`src/rtl/key_port.sv`:
```
// key_port: memory-mapped push-button input peripheral.
// Synchronizes and debounces four active-low buttons. It keeps a debounced
// level, sticky per-key press events and a running press counter. The CPU
// reads and writes these through the data-memory bus.
// Register map, as offsets from BASE_ADDR:
//   +0 EVT  (write-1-to-clear)
//   +1 LVL  (read-only)
//   +2 CNT  (write loads)
//   +3 CTRL (bit 0 is capture enable)
// The read-data port is named dout because "do" is a reserved word.
module key_port #(
    parameter logic [7:0] BASE_ADDR       = 8'hF0,
    parameter int         DEBOUNCE_CYCLES = 16
) (
    input  logic       clk,
    input  logic       rst,
    input  logic [3:0] in,
    input  logic       we,
    input  logic [7:0] addr,
    input  logic [7:0] di,
    output logic [7:0] dout,
    output logic       sel
);

    localparam logic [7:0] DB_LAST = 8'(DEBOUNCE_CYCLES - 1);

    // Number of keys pressing on one edge, 0..4.
    function automatic logic [2:0] popcount4(input logic [3:0] v);
        return {2'b00, v[0]} + {2'b00, v[1]} + {2'b00, v[2]} + {2'b00, v[3]};
    endfunction

    // The synchronizer holds raw (active-low) samples, so all-ones means released.
    logic [3:0]      sync1_r;
    logic [3:0]      sync2_r;
    logic [3:0]      key_s;
    logic [3:0]      lvl_r;
    logic [3:0][7:0] db_cnt_r;
    logic [3:0]      evt_r;
    logic [7:0]      cnt_r;
    logic            ctrl_r;

    logic [3:0]      flip_s;
    logic [3:0]      press_s;
    logic            wr_evt_s;
    logic            wr_cnt_s;
    logic            wr_ctrl_s;

    assign key_s = ~sync2_r;
    assign sel   = (addr[7:2] == BASE_ADDR[7:2]);

    // Two-flop synchronizer on the raw buttons.
    always_ff @(posedge clk or posedge rst) begin
        if (rst) begin
            sync1_r <= 4'b1111;
            sync2_r <= 4'b1111;
        end else begin
            sync1_r <= in;
            sync2_r <= sync1_r;
        end
    end

    // Flip detection and press qualification; a press is a 0->1 flip while capture is enabled.
    always_comb begin
        flip_s = 4'b0000;
        for (int k = 0; k < 4; k++) begin
            if ((key_s[k] != lvl_r[k]) && (db_cnt_r[k] == DB_LAST)) begin
                flip_s[k] = 1'b1;
            end else begin
                flip_s[k] = 1'b0;
            end
        end
        press_s = flip_s & key_s & {4{ctrl_r}};
    end

    // Bus write decode for the writable registers.
    always_comb begin
        wr_evt_s  = 1'b0;
        wr_cnt_s  = 1'b0;
        wr_ctrl_s = 1'b0;
        if (we && sel) begin
            case (addr[1:0])
                2'd0:    wr_evt_s  = 1'b1;
                2'd2:    wr_cnt_s  = 1'b1;
                2'd3:    wr_ctrl_s = 1'b1;
                default: wr_evt_s  = 1'b0;
            endcase
        end else begin
            wr_evt_s = 1'b0;
        end
    end

    // Per-key debounce: count consecutive mismatches, flip the level after DEBOUNCE_CYCLES.
    always_ff @(posedge clk or posedge rst) begin
        if (rst) begin
            lvl_r    <= 4'b0000;
            db_cnt_r <= '0;
        end else begin
            for (int k = 0; k < 4; k++) begin
                if (key_s[k] == lvl_r[k]) begin
                    db_cnt_r[k] <= 8'd0;
                end else if (flip_s[k]) begin
                    lvl_r[k]    <= key_s[k];
                    db_cnt_r[k] <= 8'd0;
                end else begin
                    db_cnt_r[k] <= db_cnt_r[k] + 8'd1;
                end
            end
        end
    end

    // Event, counter and control registers. A press beats a same-edge clear,
    // and presses add on top of a same-edge counter load.
    always_ff @(posedge clk or posedge rst) begin
        if (rst) begin
            evt_r  <= 4'b0000;
            cnt_r  <= 8'h00;
            ctrl_r <= 1'b1;
        end else begin
            evt_r  <= (evt_r & ~(wr_evt_s ? di[3:0] : 4'b0000)) | press_s;
            cnt_r  <= (wr_cnt_s ? di : cnt_r) + {5'b00000, popcount4(press_s)};
            ctrl_r <= wr_ctrl_s ? di[0] : ctrl_r;
        end
    end

    // Combinational read mux; unselected addresses read zero.
    always_comb begin
        dout = 8'h00;
        if (sel) begin
            case (addr[1:0])
                2'd0:    dout = {4'h0, evt_r};
                2'd1:    dout = {4'h0, lvl_r};
                2'd2:    dout = cnt_r;
                2'd3:    dout = {7'h00, ctrl_r};
                default: dout = 8'h00;
            endcase
        end else begin
            dout = 8'h00;
        end
    end

endmodule

```
`config.mk`:
```
export PLATFORM = sky130hd
export DESIGN_NAME = key_port
export DESIGN_NICKNAME = d
export VERILOG_FILES = /design/src/rtl/key_port.sv
export SDC_FILE = /design/constraint.sdc
export NUM_CORES = 1
export LEC_CHECK = 0
export CORE_ASPECT_RATIO = 1.1
export CORE_MARGIN = 3
export CORE_UTILIZATION = 56
export DETAILED_ROUTE_END_ITERATION = 10
export PLACE_DENSITY = 0.84
export SLEW_MARGIN = 25
export SYNTH_ARGS = -nofsm -noshare
export SYNTH_HDL_FRONTEND = slang
export SYNTH_SLANG_ARGS = --single-unit
```
`constraint.sdc`:
```
create_clock -name clk -period 3.79 [get_ports clk]
set_input_delay 0.5685 -clock clk [delete_from_list [all_inputs] [get_ports clk]]
set_output_delay 0.5685 -clock clk [all_outputs]
set_load 0.01 [all_outputs]
```
==> results.ini, run 1 <==
[place]
dp_slack_ps=470.9
portBuffers=31
place.gp.congestion=0.8619
dp_hpwl_um=3812
place_area_um2=3227

[sta]
setup_tns_ps=0
finalCritPeriodShare_pct=88.50
skew_ps=6.598
hold_viol=0
setup_viol=0
rsz0062_at_grt=false
maxSlewViolCount=0
max_freq_ghz=0.2981
finalCriticalPeriod_ps=3354
max_slew_margin_pct=54.39
hold_ws_ps=353.6
tightest_slew_ps=677.9
layout_setup_ws_ps=435.9

[status]
status=completed

[grt]
overflow=0
grt_pass1_wl_um=9108
grt_max_degree=33
antenna_found_initial=0
grt.total_usage_pct=20.35
grt_pass1_vias=2062

[synthesis]
synth_warnings=0
synth_area_per_cell_um2=10.76
ys_types=39
netlist_instances=264
yosysTopAreaCellShare_pct=42.29
synthesis.area_um2=2840
syn_nets=295
yosysTopAreaCell=dfrtp_1
ys_ff_latch=57
yosys-top-cells-area=dfrtp_1, xor2_1, dfstp_2, nor2_1, mux2i_1
seq_area_frac_synth_pct=50.62

[floorplan]
fp-row-count=26
coreArea_um2=4782
die-area_um2=5963
initial_core_util_pct=59.39
die_y_um=80.69
io_pins=32
die_x_um=73.90

[clock_network]
clockBufferDepth=2
clockRootBuffer=clkbuf_8
post_cts_buffers=0
htree_levels=3
ctsResizeCount=0
numClockSinks=57
cts_tree=built
cts_buffers=9
insertion_delay_ps=330
hold_buffers=0
clk_pin_slew_ps=70

[routing]
drt_iter0_drc=89
wirelength_um=5208
ant_nets=0
via_per_inst=5.476
route.detailed.drc=0
drt-pass1-iter-count=4
wire_per_inst_um=14.15
num_vias=2015

[power]
leakage_nw=1.564
vdd_ir_drop_max_mv=0.2474
power_density_nw_per_um2=384.5

[critical_path]
cp-start-kind=register
worstSetupEndpointType=register
cp_max_fo=5
required_ps=4040
cp.arrival_ps=3600
critical_path_class=reg2reg

[finish]
drive_above_1_share_pct=12.50
fillers=347
layout.nets=338
design_area_um2=3432
synthToLayoutAreaGrowth_pct=20.84
num_antenna_cells=0

[min_path]
min_path_type=reg2reg

[run]
drv_cap=0

==> flip-flops by register name (all words and copies together) (netlist names) <==
| signal | count |
|---|---|
| lvl_r | 4 |
| ctrl_r | 1 |
| db_cnt_r | 32 |
| sync2_r | 4 |
| cnt_r | 8 |
| sync1_r | 4 |
| evt_r | 4 |
==> through the flow <==
| step | cells | total power, mW | utilization (%) |
|---|---|---|---|
| CTS | 368 | 1.336 | 71.77 |
| finish | 368 | 1.320 | 71.77 |
| detailed placement | 352 | 0.7543 | 67.48 |
| global route | 368 | 1.378 | 71.77 |
| floorplan | 264 | 0.7096 | - |
| global placement | 352 | 0.7503 | 67.48 |
==> placed cells by master, fill, tap and decap left out, drive strengths merged, types with 5 or more instances in the layout <==
| cell | n |
|---|---|
| mux2i | 10 |
| nor2b | 5 |
| clkbuf | 11 |
| clkdlybuf4s50 | 31 |
| ha | 5 |
| nor2 | 39 |
| xnor2 | 9 |
| dfstp | 9 |
| nand3 | 9 |
| nand4 | 6 |
| o21ai | 7 |
| xor2 | 28 |
| and2 | 5 |
| dfrtp | 48 |
| inv | 12 |
| nand2 | 17 |
| and3 | 12 |
==> worst max-delay path, cell delays in order (launching register included) <==
cell	delay, ps
dfrtp_1	380
ha_1	200
and3_1	220
nand2_1	120
nor4b_1	580
fa_1	250
inv_1	60
fa_1	450
nor2b_1	300
o21ai_0	230
o31a_1	320
a22oi_1	180
==> Yosys cell counts (all sizes together) <==
master	instances
mux4	1
fa	3
nor2	39
buf	3
ha	5
xnor2	9
a21oi	4
nand4	6
a21bo	1
o2111ai	3
nor4	4
mux2i	10
and3	12
nor4b	3
or4	1
xor2	28
a22oi	1
o31ai	2
nand2	17
a21o	3
mux2	2
o21ai	7
nand3	9
or2	2
nand4bb	1
inv	12
nor3	2
nor2b	5
o31a	1
and2	5
dfstp	9
or3	2
dfrtp	48
nand2b	4
==> layout make-up <==
cell class	instances	area [um^2]	area share [%]
Inverter	12	45.04	1.312
Clock inverter	5	53.80	1.568
Sequential cell	57	1438	41.89
Tap cell	56	70.07	2.042
Timing Repair Buffer	35	340.3	9.916
Clock buffer	11	151.4	4.411
Multi-Input combinational cell	192	1334	38.86
==> kinds of logic after synthesis <==
group                      share of synthesized area (%)
buffers and inverters                              2.423
DFF                                                50.62
xor gates and xnor gates                           11.41
adders and majority gates                          4.317
AOI/OAI and AO/OA                                  5.110
muxes                                              5.242
and+or+nand+nor                                    20.88
==> report_power, final <==
group          internal (mW)  switching [mW]  total, mW
Clock                  0.337           0.240      0.577
Sequential             0.633          0.0163      0.649
Combinational         0.0469          0.0470     0.0939
Total                   1.02           0.303       1.32
==> per-layer routing <==
layer | track usage, % | share of wire, %
met5 | 0 | 0
met4 | 8.877 | 2.1
met3 | 6.884 | 5.3
met2 | 31.91 | 48
met1 | 25.29 | 45
==> final timing paths <==
| check | slack (ps) | end | from | cells past startpoint |
|---|---|---|---|---|
| setup / recovery | 440 | cnt_r[7] | db_cnt_r[0] | 11 |
| hold reg to reg | 350 | sync2_r[3] | sync1_r[3] | 0 |
| hold / removal | 350 | sync2_r[3] | sync1_r[3] | 0 |
| setup reg to reg | 440 | cnt_r[7] | db_cnt_r[0] | 11 |
| max in group asynchronous | 2330 | sync2_r[0] | rst | 3 |
| min in group asynchronous | 640 | db_cnt_r[30] | rst | 2 |
No activity file was read; power rests on OpenSTA's default activity.
==> run 2: changes to the inputs <==
--- a/config.mk
+++ b/config.mk
@@ -9,6 +9,7 @@
 export CORE_MARGIN = 3
 export CORE_UTILIZATION = 56
 export DETAILED_ROUTE_END_ITERATION = 10
+export GPL_ROUTABILITY_DRIVEN = 1
 export PLACE_DENSITY = 0.84
 export SLEW_MARGIN = 25
 export SYNTH_ARGS = -nofsm -noshare
==> results of run 2 <==
The final DEF is identical to that of run 1; final timing and power are the same.
